===== src/rtl/fwd_hazard_unit.sv =====
// Forwarding and load-use hazard unit with a shadow scoreboard.
// Optional perf counters: define FWD_PERF_CNT_EN.
module fwd_hazard_unit #(
  parameter int DATA_W = 16,
  parameter int TAG_W  = 4,
  parameter int DEPTH  = 3,
  parameter int NUM_RD = 2,
  parameter int RDY_W  = 2
) (
  input  logic                     clk,
  input  logic                     rst,
  input  logic                     id_valid,
  input  logic                     id_wr_en,
  input  logic [TAG_W-1:0]         id_wr_tag,
  input  logic [RDY_W-1:0]         id_rdy_stage,
  input  logic [NUM_RD-1:0]        id_rd_en,
  input  logic [NUM_RD*TAG_W-1:0]  id_rd_tag,
  input  logic [DEPTH*DATA_W-1:0]  stage_data,
  input  logic                     flush,
  output logic [NUM_RD-1:0]        rd_fwd_en,
  output logic [NUM_RD*DATA_W-1:0] rd_fwd_data,
  output logic                     stall
`ifdef FWD_PERF_CNT_EN
  ,
  output logic [31:0]              perf_stall_cnt,
  output logic [31:0]              perf_fwd_cnt
`endif
);

  typedef struct packed {
    logic             vld;
    logic [TAG_W-1:0] tag;
    logic [RDY_W-1:0] rdy;
  } sb_t;

  sb_t [DEPTH-1:0]         sb;
  sb_t                     ins;
  logic [NUM_RD-1:0]       fwd_en;
  logic [NUM_RD*DATA_W-1:0] fwd_data;
  logic [NUM_RD-1:0]       port_stall;
  logic                    stall_raw;

  // Per-port scan from oldest to youngest so the youngest match wins.
  always_comb begin
    fwd_en     = '0;
    fwd_data   = '0;
    port_stall = '0;
    for (int p = 0; p < NUM_RD; p++) begin
      for (int k = DEPTH - 1; k >= 0; k--) begin
        if (id_rd_en[p] && sb[k].vld &&
            sb[k].tag == id_rd_tag[p*TAG_W +: TAG_W]) begin
          if (k >= int'(sb[k].rdy)) begin
            fwd_en[p]                     = 1'b1;
            fwd_data[p*DATA_W +: DATA_W]  = stage_data[k*DATA_W +: DATA_W];
            port_stall[p]                 = 1'b0;
          end else begin
            fwd_en[p]                     = 1'b0;
            fwd_data[p*DATA_W +: DATA_W]  = '0;
            port_stall[p]                 = 1'b1;
          end
        end
      end
    end
  end

  // Hazard decision and the entry that enters EX next cycle.
  always_comb begin
    stall_raw = id_valid & ~flush & (|port_stall);
    ins.vld   = id_valid & id_wr_en & ~stall_raw & ~flush;
    ins.tag   = id_wr_tag;
    ins.rdy   = id_rdy_stage;
  end

  // Outputs are held quiet while reset is asserted.
  always_comb begin
    rd_fwd_en   = rst ? fwd_en   : '0;
    rd_fwd_data = rst ? fwd_data : '0;
    stall       = rst & stall_raw;
  end

  // Scoreboard shift: insert at EX, retire past WB.
  always_ff @(posedge clk) begin
    if (!rst) begin
      sb <= '0;
    end else begin
      sb[0] <= ins;
      for (int k = 1; k < DEPTH; k++) begin
        sb[k] <= sb[k-1];
      end
    end
  end

`ifdef FWD_PERF_CNT_EN
  // Saturating event counters, frozen while decode is flushed.
  always_ff @(posedge clk) begin
    if (!rst) begin
      perf_stall_cnt <= '0;
      perf_fwd_cnt   <= '0;
    end else if (!flush) begin
      if (stall && perf_stall_cnt != '1) begin
        perf_stall_cnt <= perf_stall_cnt + 32'd1;
      end
      if ((|rd_fwd_en) && perf_fwd_cnt != '1) begin
        perf_fwd_cnt <= perf_fwd_cnt + 32'd1;
      end
    end
  end
`endif

endmodule


===== config.mk =====
export PLATFORM = sky130hd
export DESIGN_NAME = fwd_hazard_unit
export DESIGN_NICKNAME = d
export VERILOG_FILES = /design/src/rtl/fwd_hazard_unit.sv
export SDC_FILE = /design/constraint.sdc
export NUM_CORES = 1
export LEC_CHECK = 0
export CORE_MARGIN = 2
export CORE_UTILIZATION = 43
export DETAILED_ROUTE_END_ITERATION = 12
export HOLD_SLACK_MARGIN = 0.03
export PLACE_DENSITY = 0.89
export REMOVE_ABC_BUFFERS = 1
export SYNTH_ARGS = -nofsm -noshare
export SYNTH_HDL_FRONTEND = slang
export SYNTH_SLANG_ARGS = --single-unit

===== constraint.sdc =====
create_clock -name clk -period 4.95 [get_ports clk]
set_input_delay 1.2375 -clock clk [delete_from_list [all_inputs] [get_ports clk]]
set_output_delay 1.2375 -clock clk [all_outputs]
set_load 0.01 [all_outputs]

==> metrics.md <==
| Metric | Value |
|---|---|
| Final Hold Viols | 0 |
| Clock Latency Late Sink | between 200 and 300 ps |
| Period utilisation layout | 0.9929 |
| Post-synthesis cell count | 290 |
| Critical Path End Type | output pin |
| Hold_sp | sb[7] |
| Net switching power of the design | 0.1125 mW |
| Critical R2R Launch | sb[10] |
| Initial core utilization | 0.4527 |
| Core Footprint | between 4000 and 5000 um2 |
| Slew Limit Fails | 0 |
| Commonest non-fill, non-tap cell in the layout | clkdlybuf4s50_1 |
| CTS tree | yes |
| Post-route insts no fill | 455 |
| Lkg Pwr | between 1 and 1.5 nW |
| Clock share of power | 0.263 |
| Crit path kind | in -> out |
| Setup ws final | ~35 ps |
| IO buf count | 103 |
| Post-detail-place hpwl | roughly 5.4 mm |
| Vias in the first global route | 2,540 |
| Largest regs | sb (21) |
| Total CTS buffers | 3 |
| # fillers | 350 |
| Most frequent cells in the layout | clkdlybuf4s50_1 (81), nand2_1 (46), buf_4 (29), a211oi_1 (24), dfxtp_1 (21) |
| Post-synth EDFFs | 0 |
| Gr usage total | 0.2790 |
| Worst Clk Skew | between 1.5 and 2 ps |
| Register share of total power | 0.434 |
| Layout cells sized above 1 | 0.1365 |
| CP max FO | 10 |
| Setup WS pre-CTS | -128.1 ps |
| Final Critical Period | roughly 5000 ps |
| Final number of setup-violating endpoints | 0 |
| Nets | 473 |
| Vias | ~2,700 |
| Routed WL | 7.518 mm |
| Die width | between 70 and 80 um |
| Critical Path RT | 3710 ps |
| Die ar. | 5209 um2 |
| Status | finished, final reports clean |
| Max-Cap Viols | 0 |
| Hold Slack | ~440 ps |
| Crit start category | input port |
| Critical path arrival | around 3700 ps |
| Pwr Total | roughly 0.42 mW |
| Initial antenna violation count | 0 |
| Logic pwr share | 0.303 |
| DRT antenna net count | 0 |
| Post-detailed-route DRC marker count | 0 |
| Syn avg cell area | between 6 and 7 um2 |
| Worst-Margin Slew | roughly 1100 ps |
| Sw frac | 0.2693 |
| CTS clk-pin slew, worst paths | ~70 ps |
| FFs w/ async S/R, synth | 0 |
| Post-synthesis cell area | ~2000 um2 |
| I/O pin cnt | between 100 and 150 |
| Ys flop type | dfxtp_1 |
| Biggest register | sb |
| Maximum VDD drop | between 0.2 and 0.25 mV |
| Area grow syn2layout | 65.37% |
| CTS H-tree depth | 1 |
| Grt ovf | 0 |
| Post-synthesis register bit count | 21 |
| RSZ-0062 raised after global routing | false |
| Max reg flops | 21 |
| Root Buffer | clkbuf_8 |
| Post-synthesis sequential area ratio | 0.2104 |
| Worst slew margin | 0.2921 |
| Int Pwr | 0.3052 mW |
| Syn. warnings | 0 |
| Largest net degree at the start of global routing | 38 |
| Pwr/cell area | roughly 130 nW/um2 |
| Ant. Diodes | 0 |
| Cell count after placement | between 400 and 500 |
| GPL Wtd Cong | around 0.94 |
| Final core utilization | 0.7486 |
| Drt via density | around 5.9 |
| First-pass GRT wire length | 11.78 mm |
| Die H | 72.17 um |
| Pre-antenna DRT Iters | 5 |
| Post-synth cell types | 42 |
| Fmax | ~200 MHz |
| Initial DRC Count | between 200 and 250 |
| Clock sinks | 21 |
| Clock Path Buffers | 2 |
| Mean routed wirelength per cell | between 15 and 20 um |
| Critical path launch point | id_rd_tag[6] |
| Std cell rows | 24 |
| Hold Path Class | reg -> reg |
-- repair_timing --
item | 4_1_cts | 5_1_grt
hold buffers | 0 | 0
pin swaps | 1 | 3
endpoints found under the setup margin | 32 | 18
gates resized for setup | 17 | 11
setup buffers | 3 | 2
-- worst paths after layout --
path,endpoint,slack (ps),depth (start not counted)
min reg2reg,sb[14],440,1
max reg2reg,sb[6],2970,7
min,sb[14],440,1
max,rd_fwd_data[26],40,9
-- routing by layer --
| layer | vias up | wire length, um | global-route usage |
|---|---|---|---|
| met1 | 1228 | 3087 | 0.3583 |
| met5 | - | 0 | 0 |
| met4 | 0 | 122 | 0.08805 |
| met2 | 158 | 3709 | 0.4934 |
| met3 | 12 | 598 | 0.02222 |
| li1 | 1279 | - | - |
-- power groups by stage --
| stage | Sequential, mW | Combinational, mW | Clock (mW) |
|---|---|---|---|
| 2_1_floorplan | 0.183 | 0.0407 | 0 |
| 3_3_place_gp | 0.185 | 0.120 | 0 |
| 3_5_place_dp | 0.185 | 0.122 | 0 |
| 4_1_cts | 0.181 | 0.124 | 0.113 |
| 5_1_grt | 0.182 | 0.137 | 0.121 |
| 6_report | 0.181 | 0.126 | 0.110 |
-- synthesized netlist by cell type, types with 3 or more instances --
cell type	instances	area share
o21ai_0	19	0.048
a222oi_1	3	0.015
nand2_1	46	0.086
buf_6	3	0.017
a21oi_1	11	0.028
and3_1	11	0.034
xor2_1	4	0.018
o221a_2	9	0.051
and2_1	15	0.047
buf_2	8	0.020
a211oi_1	25	0.094
nand3_1	11	0.028
nor2_1	16	0.030
a31oi_1	10	0.031
clkbuf_1	12	0.023
nor3_1	14	0.035
inv_1	11	0.021
nor2b_1	4	0.013
nor3b_1	7	0.026
xnor2_1	8	0.035
dfxtp_1	21	0.21
-- worst max-delay path, stage by stage --
cell,delay (ps)
clkdlybuf4s50_1,550
buf_4,170
inv_1,40
a222oi_1,340
nand3_1,180
buf_4,210
o221a_2,130
a211oi_1,220
clkdlybuf4s50_1,590
-- metrics by stage --
stage	setup TNS, ps	area [um2]
6_report	0	3304
5_1_grt	0	3304
3_3_place_gp	-233.4	3188
4_1_cts	0	3248
2_1_floorplan	0	1864
3_5_place_dp	-1006	3188
-- area by class of cell --
cell class	count	area, um2	share of cell area
Clock buffer	3	41.29	0.01250
Clock inverter	1	5.005	0.001515
Inverter	13	48.80	0.01477
Multi-Input combinational cell	230	1421	0.4301
Sequential cell	21	420.4	0.1272
Tap cell	52	65.06	0.01969
Timing Repair Buffer	135	1303	0.3942
-- cells by family (layout without fill, tap and decap cells) --
logic type / count (synthesis) / count (layout) / share of synthesized area
buffers and inverters: 39 / 152 / 0.09142
AND/OR/NAND/NOR: 129 / 129 / 0.3175
AO/OA/AOI/OAI: 89 / 89 / 0.3281
flip-flops: 21 / 21 / 0.2104
XOR/XNOR: 12 / 12 / 0.05260
No activity file was read; power rests on OpenSTA's default activity.
==> RTL edit: new RTL, same flow settings <==
The option `FWD_PERF_CNT_EN` is turned on by a define.
--- a/src/rtl/fwd_hazard_unit.sv
+++ b/src/rtl/fwd_hazard_unit.sv
@@ -1,4 +1,6 @@
 // Forwarding and load-use hazard unit with a shadow scoreboard.
 // Optional perf counters: define FWD_PERF_CNT_EN.
+`define FWD_PERF_CNT_EN
+
 module fwd_hazard_unit #(
   parameter int DATA_W = 16,
Function (old outputs only; new: perf_fwd_cnt and perf_stall_cnt): kept (equiv_simple and equiv_induct, registers matched by name and starting in step).
==> RTL edit against the unedited design <==
Design area rose by 130%. Core utilization fell by 11 points. Total power grew to 3.6 times the old value. Clock skew rose by 0.0065 ns. Largest power group unchanged. Synthesized area grew to 2.6 times the old value. Die area up 150%. Final cell count grew 120%. Count of clock-buffer cells in the layout rose by 11. Setup slack lost 0.0061 ns. Sequential cell count is 64 higher. Routed wire length up 120%. Clock power grew to 6.1 times the old value. Non-clock buffer count up 75. Critical path type unchanged.
==> RTL edit: results (changes against the unedited design) <==
status = complete, no violations (unchanged)
PortBufs = 167 (was 103)
post-synth design cell area = 5180 um2 (was 2000 um2)
filler instances = 1,002 (was 350)
routed wire length = 16.5 mm (was 7.52 mm)
r2r endpoint = perf_stall_cnt[12] (was sb[6])
Reg clk slew, reported paths = 0.06 ns
Nets = 933 (was 473)
flop2flop setup slack = 1.91 ns (was 2.97 ns)
Slew @ Worst Pin = 0.791 ns (was 1.06 ns)
Yosys warning count = 0 (unchanged)
biggest registers after layout = perf_fwd_cnt (32), perf_stall_cnt (32), sb (21) (was sb (21))
Final Skew = 0.00821 ns (was 0.00174 ns)
cell leakage power = 2.98 nW (was 1.47 nW)
CP Max Fanout = 3 (was 10)
Netlist cell types = 56 (was 42)
Setup WS pre-CTS = -0.187 ns (was -0.128 ns)
final HPWL from detailed placement = 11.8 mm (was 5.42 mm)
drt via density = 5.72 (was 5.88)
Synth Area in XOR/XNOR = 0.0761 (was 0.0526)
mux contribution to synthesized area = 0.0155 (was 0)
share of cells above drive strength 1 = 0.0878 (was 0.136)
Num CTS Buffers = 9 (was 3)
most frequent cells after synthesis = 93 x nand2_1, 85 x dfxtp_1, 65 x nor2_1, 49 x nor3_1, 38 x clkbuf_1 (was 46 x nand2_1, 25 x a211oi_1, 21 x dfxtp_1, 19 x o21ai_0, 16 x nor2_1)
global-route wire length before repair = 26.1 mm (was 11.8 mm)
clock root cell = clkbuf_16 (was clkbuf_8)
Critical Path End = stall (was rd_fwd_data[26])
Worst R2R Path Depth = 9 (was 7)
Worst VDD drop = 0.000158 V (was 0.000204 V)
largest net degree at the start of global routing = 52 (was 38)
fin crit period = 4.92 ns (was 4.91 ns)
GPL Wtd Cong = 0.917 (was 0.944)
Top Family by Delay on Critical Path = compound AO/OA/AOI/OAI gates (was buffers and inverters)
Net Sw Frac = 0.217 (was 0.269)
Clock Latency Late Sink = 0.33 ns (was 0.26 ns)
area share of fa/ha/maj cells after synthesis = 0.00483 (was 0)
vias in the first global route = 5,449 (was 2,540)
htree depth = 3 (was 1)
crit-path max cell delay = 0.54 ns (was 0.59 ns)
startpoint of the worst setup timing path = id_rd_tag[0] (was id_rd_tag[6])
TritonRoute pass-1 iters = 5 (unchanged)
sequential fraction of the synthesis area = 0.328 (was 0.210)
Iter 0 DRT Violations = 678 (was 238)
reg2reg start = perf_stall_cnt[0] (was sb[10])
Synth Area in Compound Gates = 0.142 (was 0.328)
main area contributors after synthesis = dfxtp_1 33%, nand2_1 6.7%, xnor2_1 6.3% (was dfxtp_1 21%, a211oi_1 9.4%, nand2_1 8.6%)
Total GRT Usage = 0.246 (was 0.279)
RTL edit: cell count changes in the layout (fill, tap and decap cells not counted), moves of 22 or more:
cell | before | now
clkdlybuf4s50_1 | 81 | 132
nor3_1 | 14 | 48
nand3_1 | 11 | 33
xnor2_1 | 8 | 37
nor2_1 | 16 | 65
dfxtp_1 | 21 | 85
nand2_1 | 46 | 93
RTL edit: worst min-delay path by stage:
stage	startpoint	to	slack, ns	depth (start not counted)
2_1_floorplan	sb[7]	sb[14]	0.41	1
3_3_place_gp	sb[7]	sb[14]	0.42	1
3_5_place_dp	sb[7]	sb[14]	0.42	1
4_1_cts	sb[7]	sb[14]	0.43	1
5_1_grt	sb[7]	sb[14]	0.44	1
6_report	sb[7]	sb[14]	0.43	1
RTL edit: final cells by class:
cell class / instances / area share
inverter: 14 / 0.00691
clock buffer: 14 / 0.0347
sequential: 85 / 0.224
multi-input combinational: 542 / 0.433
timing repair buffer: 210 / 0.273
clock inverter: 1 / 0.00395
tap: 147 / 0.0242
RTL edit: routing by layer:
metal  share of wire  track usage  vias to the layer above  routed length (um)
met4           0.023       0.0902                        0                 377
met1            0.42        0.298                     2698                6910
met3           0.083       0.0632                       35                1370
met5               0            0                        -                   0
li1                -            -                     2814                   -
met2            0.47        0.422                      250                7810
RTL edit: what timing repair did:
item	in CTS	in global routing
pin swaps	1	1
cloned	1	0
gates resized for setup	31	17
setup buffers	1	1
endpoints found under the setup margin	31	15
RTL edit: cell families after synthesis:
logic type | after synthesis
adders and majority gates | 2
buffers and inverters | 55
AOI/OAI and AO/OA | 100
muxes | 8
xor gates and xnor gates | 45
DFF | 85
and+or+nand+nor | 387
RTL edit: power by group through the flow:
| stage | registers (mW) | clock network [mW] | logic [mW] |
|---|---|---|---|
| 2_1_floorplan | 0.711 | 0 | 0.0476 |
| 3_3_place_gp | 0.713 | 0 | 0.141 |
| 3_5_place_dp | 0.713 | 0 | 0.142 |
| 4_1_cts | 0.698 | 0.681 | 0.145 |
| 5_1_grt | 0.699 | 0.713 | 0.159 |
| 6_report | 0.698 | 0.669 | 0.147 |
RTL edit: through the flow:
step                      cells  total power [mW]  instance area, um2
final                      1013              1.52                7610
after CTS                  1012              1.52                7550
after global placement      995             0.854                7210
after global routing       1013              1.57                7610
after detailed placement    995             0.855                7210
after floorplan             641             0.758                5010
